--- config.mk ---
export PLATFORM = sky130hd
export DESIGN_NAME = uart_rx_ctrl
export DESIGN_NICKNAME = d
export VERILOG_FILES = /design/src/rtl/uart_rx_ctrl.sv
export SDC_FILE = /design/constraint.sdc
export NUM_CORES = 1
export LEC_CHECK = 0
export ABC_AREA = 1
export BUFFER_PORTS_ARGS = -buffer_cell sky130_fd_sc_hd__buf_4
export CORE_ASPECT_RATIO = 0.75
export CORE_UTILIZATION = 43
export CTS_CLUSTER_DIAMETER = 60
export DETAILED_ROUTE_END_ITERATION = 12
export GPL_TIMING_DRIVEN = 0
export SYNTH_ARGS = -nofsm -noshare
export SYNTH_HDL_FRONTEND = slang
export SYNTH_SLANG_ARGS = --single-unit
--- constraint.sdc ---
create_clock -name CLK -period 1.6 [get_ports CLK]
set_input_delay 0.32 -clock CLK [delete_from_list [all_inputs] [get_ports CLK]]
set_output_delay 0.32 -clock CLK [all_outputs]
set_load 0.005 [all_outputs]
--- src/rtl/uart_rx_ctrl.sv ---
// UART receive controller: start detect, mid-bit sampling via BPS_CLK, LSB-first assembly, stop check.
// Optional parity stage enabled by defining UART_RX_PARITY_EN.
module uart_rx_ctrl #(
   parameter int DATA_BITS   = 8,
   parameter int SYNC_STAGES = 2,
   parameter int PARITY_ODD  = 0
) (
   input  logic                 CLK,
   input  logic                 RSTn,
   input  logic                 RX_Pin_In,
   input  logic                 Rx_En_Sig,
   input  logic                 BPS_CLK,
   output logic                 Count_Sig,
   output logic [DATA_BITS-1:0] Rx_Data,
   output logic                 Rx_Done_Sig,
   output logic                 Frame_Err_Sig,
   output logic                 Parity_Err_Sig
);

   localparam int CW = $clog2(DATA_BITS) + 1;
   localparam logic [CW-1:0] LAST_BIT = CW'(DATA_BITS - 1);

   typedef enum logic [2:0] {
      S_IDLE,
      S_START,
      S_DATA,
      S_PARITY,
      S_STOP,
      S_DONE
   } state_t;

   state_t                 r_state;
   state_t                 w_next;
   logic [SYNC_STAGES-1:0] r_sync;
   logic                   r_rx_d;
   logic                   w_rx_s;
   logic                   w_fall;
   logic                   w_run;
   logic                   r_count;
   logic                   r_done;
   logic                   r_ferr;
   logic [DATA_BITS-1:0]   r_data;
   logic [DATA_BITS-1:0]   r_shift;
   logic [CW-1:0]          r_bit_cnt;

   assign w_rx_s = r_sync[SYNC_STAGES-1];
   assign w_fall = r_rx_d & ~w_rx_s;

   always_ff @(posedge CLK or negedge RSTn) begin
      if (!RSTn) begin
         r_sync <= '1;
         r_rx_d <= 1'b1;
      end else begin
         r_sync <= {r_sync[SYNC_STAGES-2:0], RX_Pin_In};
         r_rx_d <= w_rx_s;
      end
   end

   always_ff @(posedge CLK or negedge RSTn) begin
      if (!RSTn) r_state <= S_IDLE;
      else       r_state <= w_next;
   end

   always_comb begin
      w_next = r_state;
      case (r_state)
         S_IDLE:  if (w_fall && Rx_En_Sig) w_next = S_START;
         S_START: if (BPS_CLK) w_next = w_rx_s ? S_IDLE : S_DATA;
         S_DATA: begin
            if (BPS_CLK && (r_bit_cnt == LAST_BIT)) begin
`ifdef UART_RX_PARITY_EN
               w_next = S_PARITY;
`else
               w_next = S_STOP;
`endif
            end
         end
         S_PARITY: if (BPS_CLK) w_next = S_STOP;
         S_STOP:   if (BPS_CLK) w_next = S_DONE;
         S_DONE:   w_next = S_IDLE;
         default:  w_next = S_IDLE;
      endcase
   end

   assign w_run = (w_next == S_START) || (w_next == S_DATA) ||
                  (w_next == S_PARITY) || (w_next == S_STOP);

`ifdef UART_RX_PARITY_EN
   logic r_par_bit;
   logic r_perr;
   logic w_par_err;
   assign w_par_err = ((^r_shift) ^ r_par_bit) != 1'(PARITY_ODD);

   always_ff @(posedge CLK or negedge RSTn) begin
      if (!RSTn) begin
         r_par_bit <= 1'b0;
         r_perr    <= 1'b0;
      end else begin
         if ((r_state == S_PARITY) && BPS_CLK) r_par_bit <= w_rx_s;
         if ((r_state == S_STOP) && BPS_CLK)   r_perr    <= w_par_err;
      end
   end

   assign Parity_Err_Sig = r_perr;
`else
   logic w_unused_par_sense;
   assign w_unused_par_sense = (PARITY_ODD != 0);
   assign Parity_Err_Sig     = 1'b0;
`endif

   // Results load on the STOP sample so they are already valid during the DONE cycle.
   always_ff @(posedge CLK or negedge RSTn) begin
      if (!RSTn) begin
         r_count   <= 1'b0;
         r_done    <= 1'b0;
         r_ferr    <= 1'b0;
         r_data    <= '0;
         r_shift   <= '0;
         r_bit_cnt <= '0;
      end else begin
         r_count <= w_run;
         r_done  <= (w_next == S_DONE);
         case (r_state)
            S_START: if (BPS_CLK && !w_rx_s) r_bit_cnt <= '0;
            S_DATA: begin
               if (BPS_CLK) begin
                  r_shift   <= {w_rx_s, r_shift[DATA_BITS-1:1]};
                  r_bit_cnt <= r_bit_cnt + CW'(1);
               end
            end
            S_STOP: begin
               if (BPS_CLK) begin
                  r_data <= r_shift;
                  r_ferr <= ~w_rx_s;
               end
            end
            default: ;
         endcase
      end
   end

   assign Count_Sig     = r_count;
   assign Rx_Done_Sig   = r_done;
   assign Rx_Data       = r_data;
   assign Frame_Err_Sig = r_ferr;

endmodule

==> results.env <==
TOTALNEGATIVESETUPSLACK_NS=0
PIN_COUNT_OF_THE_BIGGEST_NET_ENTERING_GLOBAL_ROUTING=30
CRIT_START='r_state[1]$_DFF_PN0_'
CELL_AREA_AFTER_SYNTHESIS_SQ_UM=1260
FINISH.NET_COUNT=164
RUN_STATUS='complete, no violations'
INITIAL_CORE_UTIL=0.468
POST_ROUTE_CELLS_DRIVE_ABOVE_1_SHARE=0.308
TIMING.FINAL.HOLD_VIOLATIONS=0
HOLDCRITSTARTPOINT='RX_Pin_In'
FINAL_MAX_SLEW_VIOL_COUNT=0
FINAL_ANTENNA_NET_COUNT=0
WORSTPATHMAXFANOUT=10
SYN_TO_FINAL_GROWTH_PCT=19.6
DRT_ITER0_MARKERS=25
TRITONCTS='yes'
HOLDCRITPATHCLASS='primary input to flip-flop'
ROUTE.DETAILED.WL_PER_INST_UM=11.0
CTS-BUFFERS-INSERTED=5
DRC=0
DIODE_COUNT=0
SYNTH-WARNING-COUNT=0
ROOT_BUFFER='sky130_fd_sc_hd__clkbuf_8'
WORSTSKEWPAIRLATENCY_NS=0.28
CTS_NUM_SINKS=29
FINALWORSTPATHREQUIREDPERIOD_NS=1.33
TIMING_WORST_SETUP_PATH_TYPE='flip-flop to flip-flop'
GRT_PASS1_WL_UM=3730
CLOCK_TREE.HTREE_LEVEL_COUNT=2
COREAREA_SQ_UM=2700
DETAILEDPLACEMENTHPWL_UM=1490
YS_FF_LATCH=29
SYNTH.TOP_CELLS.BY_COUNT='sky130_fd_sc_hd__nand2_1 (35), sky130_fd_sc_hd__dfrtp_1 (26), sky130_fd_sc_hd__inv_1 (17)'
HOLD_WS_NS=0.148
CTS_POST_SETUP_BUFFERS_INSERTED=0
REGTOREGSTARTPOINT='r_state[1]$_DFF_PN0_'
PWR_DENSITY_CELL_nW_PER_UM2=1740
POST-ROUTE-PERIOD-UTIL=0.828
DETAIL_ROUTE.VIAS_PER_CELL=4.60
ANTENNA_VIOLATIONS_BEFORE_REPAIR=0
ROUTED_WIRELENGTH_UM=2150
SYNTHARSTFLOPSHARE=1.00
FINAL_CORE_UTIL=0.559
CRIT_FAMILY='simple AND/OR/NAND/NOR gates'
FIRSTDRTPASSITERS=4
CRITICAL_PATH.CELL_CHAIN='nor2_1, nand3_2, buf_6, nand2_1, o21ai_2'
SYNTH.MOST_COMMON_CELL='sky130_fd_sc_hd__nand2_1'
SYNTH_FP_NETS=141
SYNTH_TOP_CELL_AREA_SHARE=0.515
YOSYSTOPAREACELL='sky130_fd_sc_hd__dfrtp_1'
GRT_SETUP_UNREPAIRED='no'
WORST_PATH_MAX_DELAY_CELL='sky130_fd_sc_hd__dfrtp_1'
LAYOUTNONFILLERINSTCOUNT=195
PLACEMENT_ROWS=16
MAX_CLOCK_FREQ_GHz=0.755
DOMINANTREGCELLSYNTH='sky130_fd_sc_hd__dfrtp_1'
PLACEDCELLCOUNT=186
NUMBER_OF_TOP_LEVEL_PINS=17
GP_ROUTABILITY_CONGESTION=0.758
CRIT_REQUIRED_NS=1.77
SYNTH_AREA_PER_CELL_SQ_UM=9.36
P_LEAK_nW=0.779
WORST_PATH_BUF_INV=1
IO_BUFFER_COUNT=15
CRITICAL_PATH_ENDPOINT_CATEGORY='flip-flop'
WORSTSETUPSTARTPOINTTYPE='flip-flop'
CLOCKBUFFERDEPTH=2
SYNTH_ENABLE_FLOP_CELLS=0
POST_CTS_RESIZED=0
SYNTH_TOP_CELLS_BY_AREA='sky130_fd_sc_hd__dfrtp_1 (51%), sky130_fd_sc_hd__nand2_1 (10%), sky130_fd_sc_hd__dfstp_2 (6.2%), sky130_fd_sc_hd__o21ai_2 (5.5%), sky130_fd_sc_hd__inv_1 (5.0%)'
COUNT_OF_ENDPOINTS_FAILING_SETUP_IN_THE_FINAL_REPORT=0
NETLIST_CELL_TYPES=22
GRT_REMAINING_OVERFLOW=0
DIE_Y_UM=49.0
GR-USAGE-ALL-LAYERS=0.162
CTS.CLK_SLEW.WORST_PATHS_NS=0.06
WORST_EP_ARRIVAL_TIME_NS=1.50
FIN_SKEW_NS=0.00232
DIE_W_UM=64.6
DRV_CAP=0
YS_SEQ_AREA_FRAC=0.577
DIEAREA_SQ_UM=3160
VIA_COUNT=897
VDD_IR_DROP_MAX_mV=0.666
FIRST_GLOBAL_VIAS=851
CRIT_PATH_LARGEST_CELL_DELAY_NS=0.43
SYNTH_CELLS=135
==> cell type report <==
class | count | area, sq um
repair buffers | 16 | 123
flip-flops and latches | 29 | 729
fillers | 247 | 1190
clock buffers | 8 | 80.1
multi-input cells | 82 | 428
plain buffers | 4 | 31.3
well taps | 36 | 45.0
inverters | 20 | 75.1
==> stage by stage <==
step	power, mW	instance area (sq um)	setup slack, ns
6_report	2.62	1510	0.275
5_1_grt	2.83	1510	0.170
2_1_floorplan	1.75	1260	0.444
3_5_place_dp	2.07	1420	0.287
4_1_cts	2.65	1510	0.270
3_3_place_gp	2.04	1420	0.302
==> state kept, by name, indices dropped and copies added, names as in the netlist <==
signal,cells
r_state,3
r_sync,2
Count_Sig,1
Rx_Data,8
Rx_Done_Sig,1
Frame_Err_Sig,1
r_bit_cnt,4
r_rx_d,1
r_shift,8
==> cell usage in the layout (no fill, tap or decap) <==
cell type	Yosys	routed
sky130_fd_sc_hd__nand3_2	3	3
sky130_fd_sc_hd__nor2_1	7	7
sky130_fd_sc_hd__dfstp_2	3	3
sky130_fd_sc_hd__clkbuf_8	0	5
sky130_fd_sc_hd__dfrtp_1	26	26
sky130_fd_sc_hd__o21ai_0	7	7
sky130_fd_sc_hd__nand2_2	2	2
sky130_fd_sc_hd__nor2_4	1	1
sky130_fd_sc_hd__inv_1	17	17
sky130_fd_sc_hd__o21ai_2	8	8
sky130_fd_sc_hd__o21ai_1	2	2
sky130_fd_sc_hd__nand4_1	1	1
sky130_fd_sc_hd__a21oi_1	1	1
sky130_fd_sc_hd__clkbuf_1	0	3
sky130_fd_sc_hd__ha_1	1	1
sky130_fd_sc_hd__buf_6	1	1
sky130_fd_sc_hd__dlygate4sd3_1	0	1
sky130_fd_sc_hd__a21oi_2	1	1
sky130_fd_sc_hd__nand3_1	8	8
sky130_fd_sc_hd__buf_2	1	1
sky130_fd_sc_hd__nand2_1	35	35
sky130_fd_sc_hd__conb_1	1	1
sky130_fd_sc_hd__nor2_2	4	4
sky130_fd_sc_hd__buf_4	2	17
sky130_fd_sc_hd__inv_2	3	3
==> power by group <==
part | total (mW) | switching (mW) | internal (mW)
Clock | 0.565 | 0.257 | 0.308
Combinational | 0.864 | 0.477 | 0.388
Sequential | 1.19 | 0.176 | 1.02
==> logic make-up (layout without fill, tap and decap cells) <==
logic type	count (synthesis)	in the layout	synth area share
AO/OA/AOI/OAI	19	19	0.102
adder cells (fa/ha/maj)	1	1	0.00990
buffers and inverters	24	48	0.0841
flip-flops	29	29	0.577
other	1	1	0.00297
AND/OR/NAND/NOR	61	61	0.224
==> worst paths after layout <==
| kind | slack (ns) | end | cells past startpoint |
|---|---|---|---|
| hold reg to reg | 0.36 | r_sync[1]$_DFF_PN1_ | 0 |
| min in group asynchronous | 0.50 | Rx_Data[3]$_DFFE_PN0P_ | 2 |
| setup reg to reg | 0.27 | Frame_Err_Sig$_DFFE_PN0P_ | 5 |
| max in group asynchronous | 0.79 | r_sync[0]$_DFF_PN1_ | 2 |
| hold / removal | 0.15 | r_sync[0]$_DFF_PN1_ | 1 |
| setup / recovery | 0.27 | Frame_Err_Sig$_DFFE_PN0P_ | 5 |
==> what timing repair did <==
| item | in CTS | in global routing |
|---|---|---|
| endpoints found under the setup margin | 0 | 0 |
| endpoints found under the hold margin | 26 | 0 |
| hold buffers | 1 | 0 |
==> per-layer routing <==
layer  GRT usage  up-vias  routed length, um
li1            -      463                  -
met1       0.214      415               1070
met2       0.226       14                953
met3      0.0631        5                 83
met4      0.0889        0                 48
met5           0        -                  0
Power figures use the tool's default switching activity.
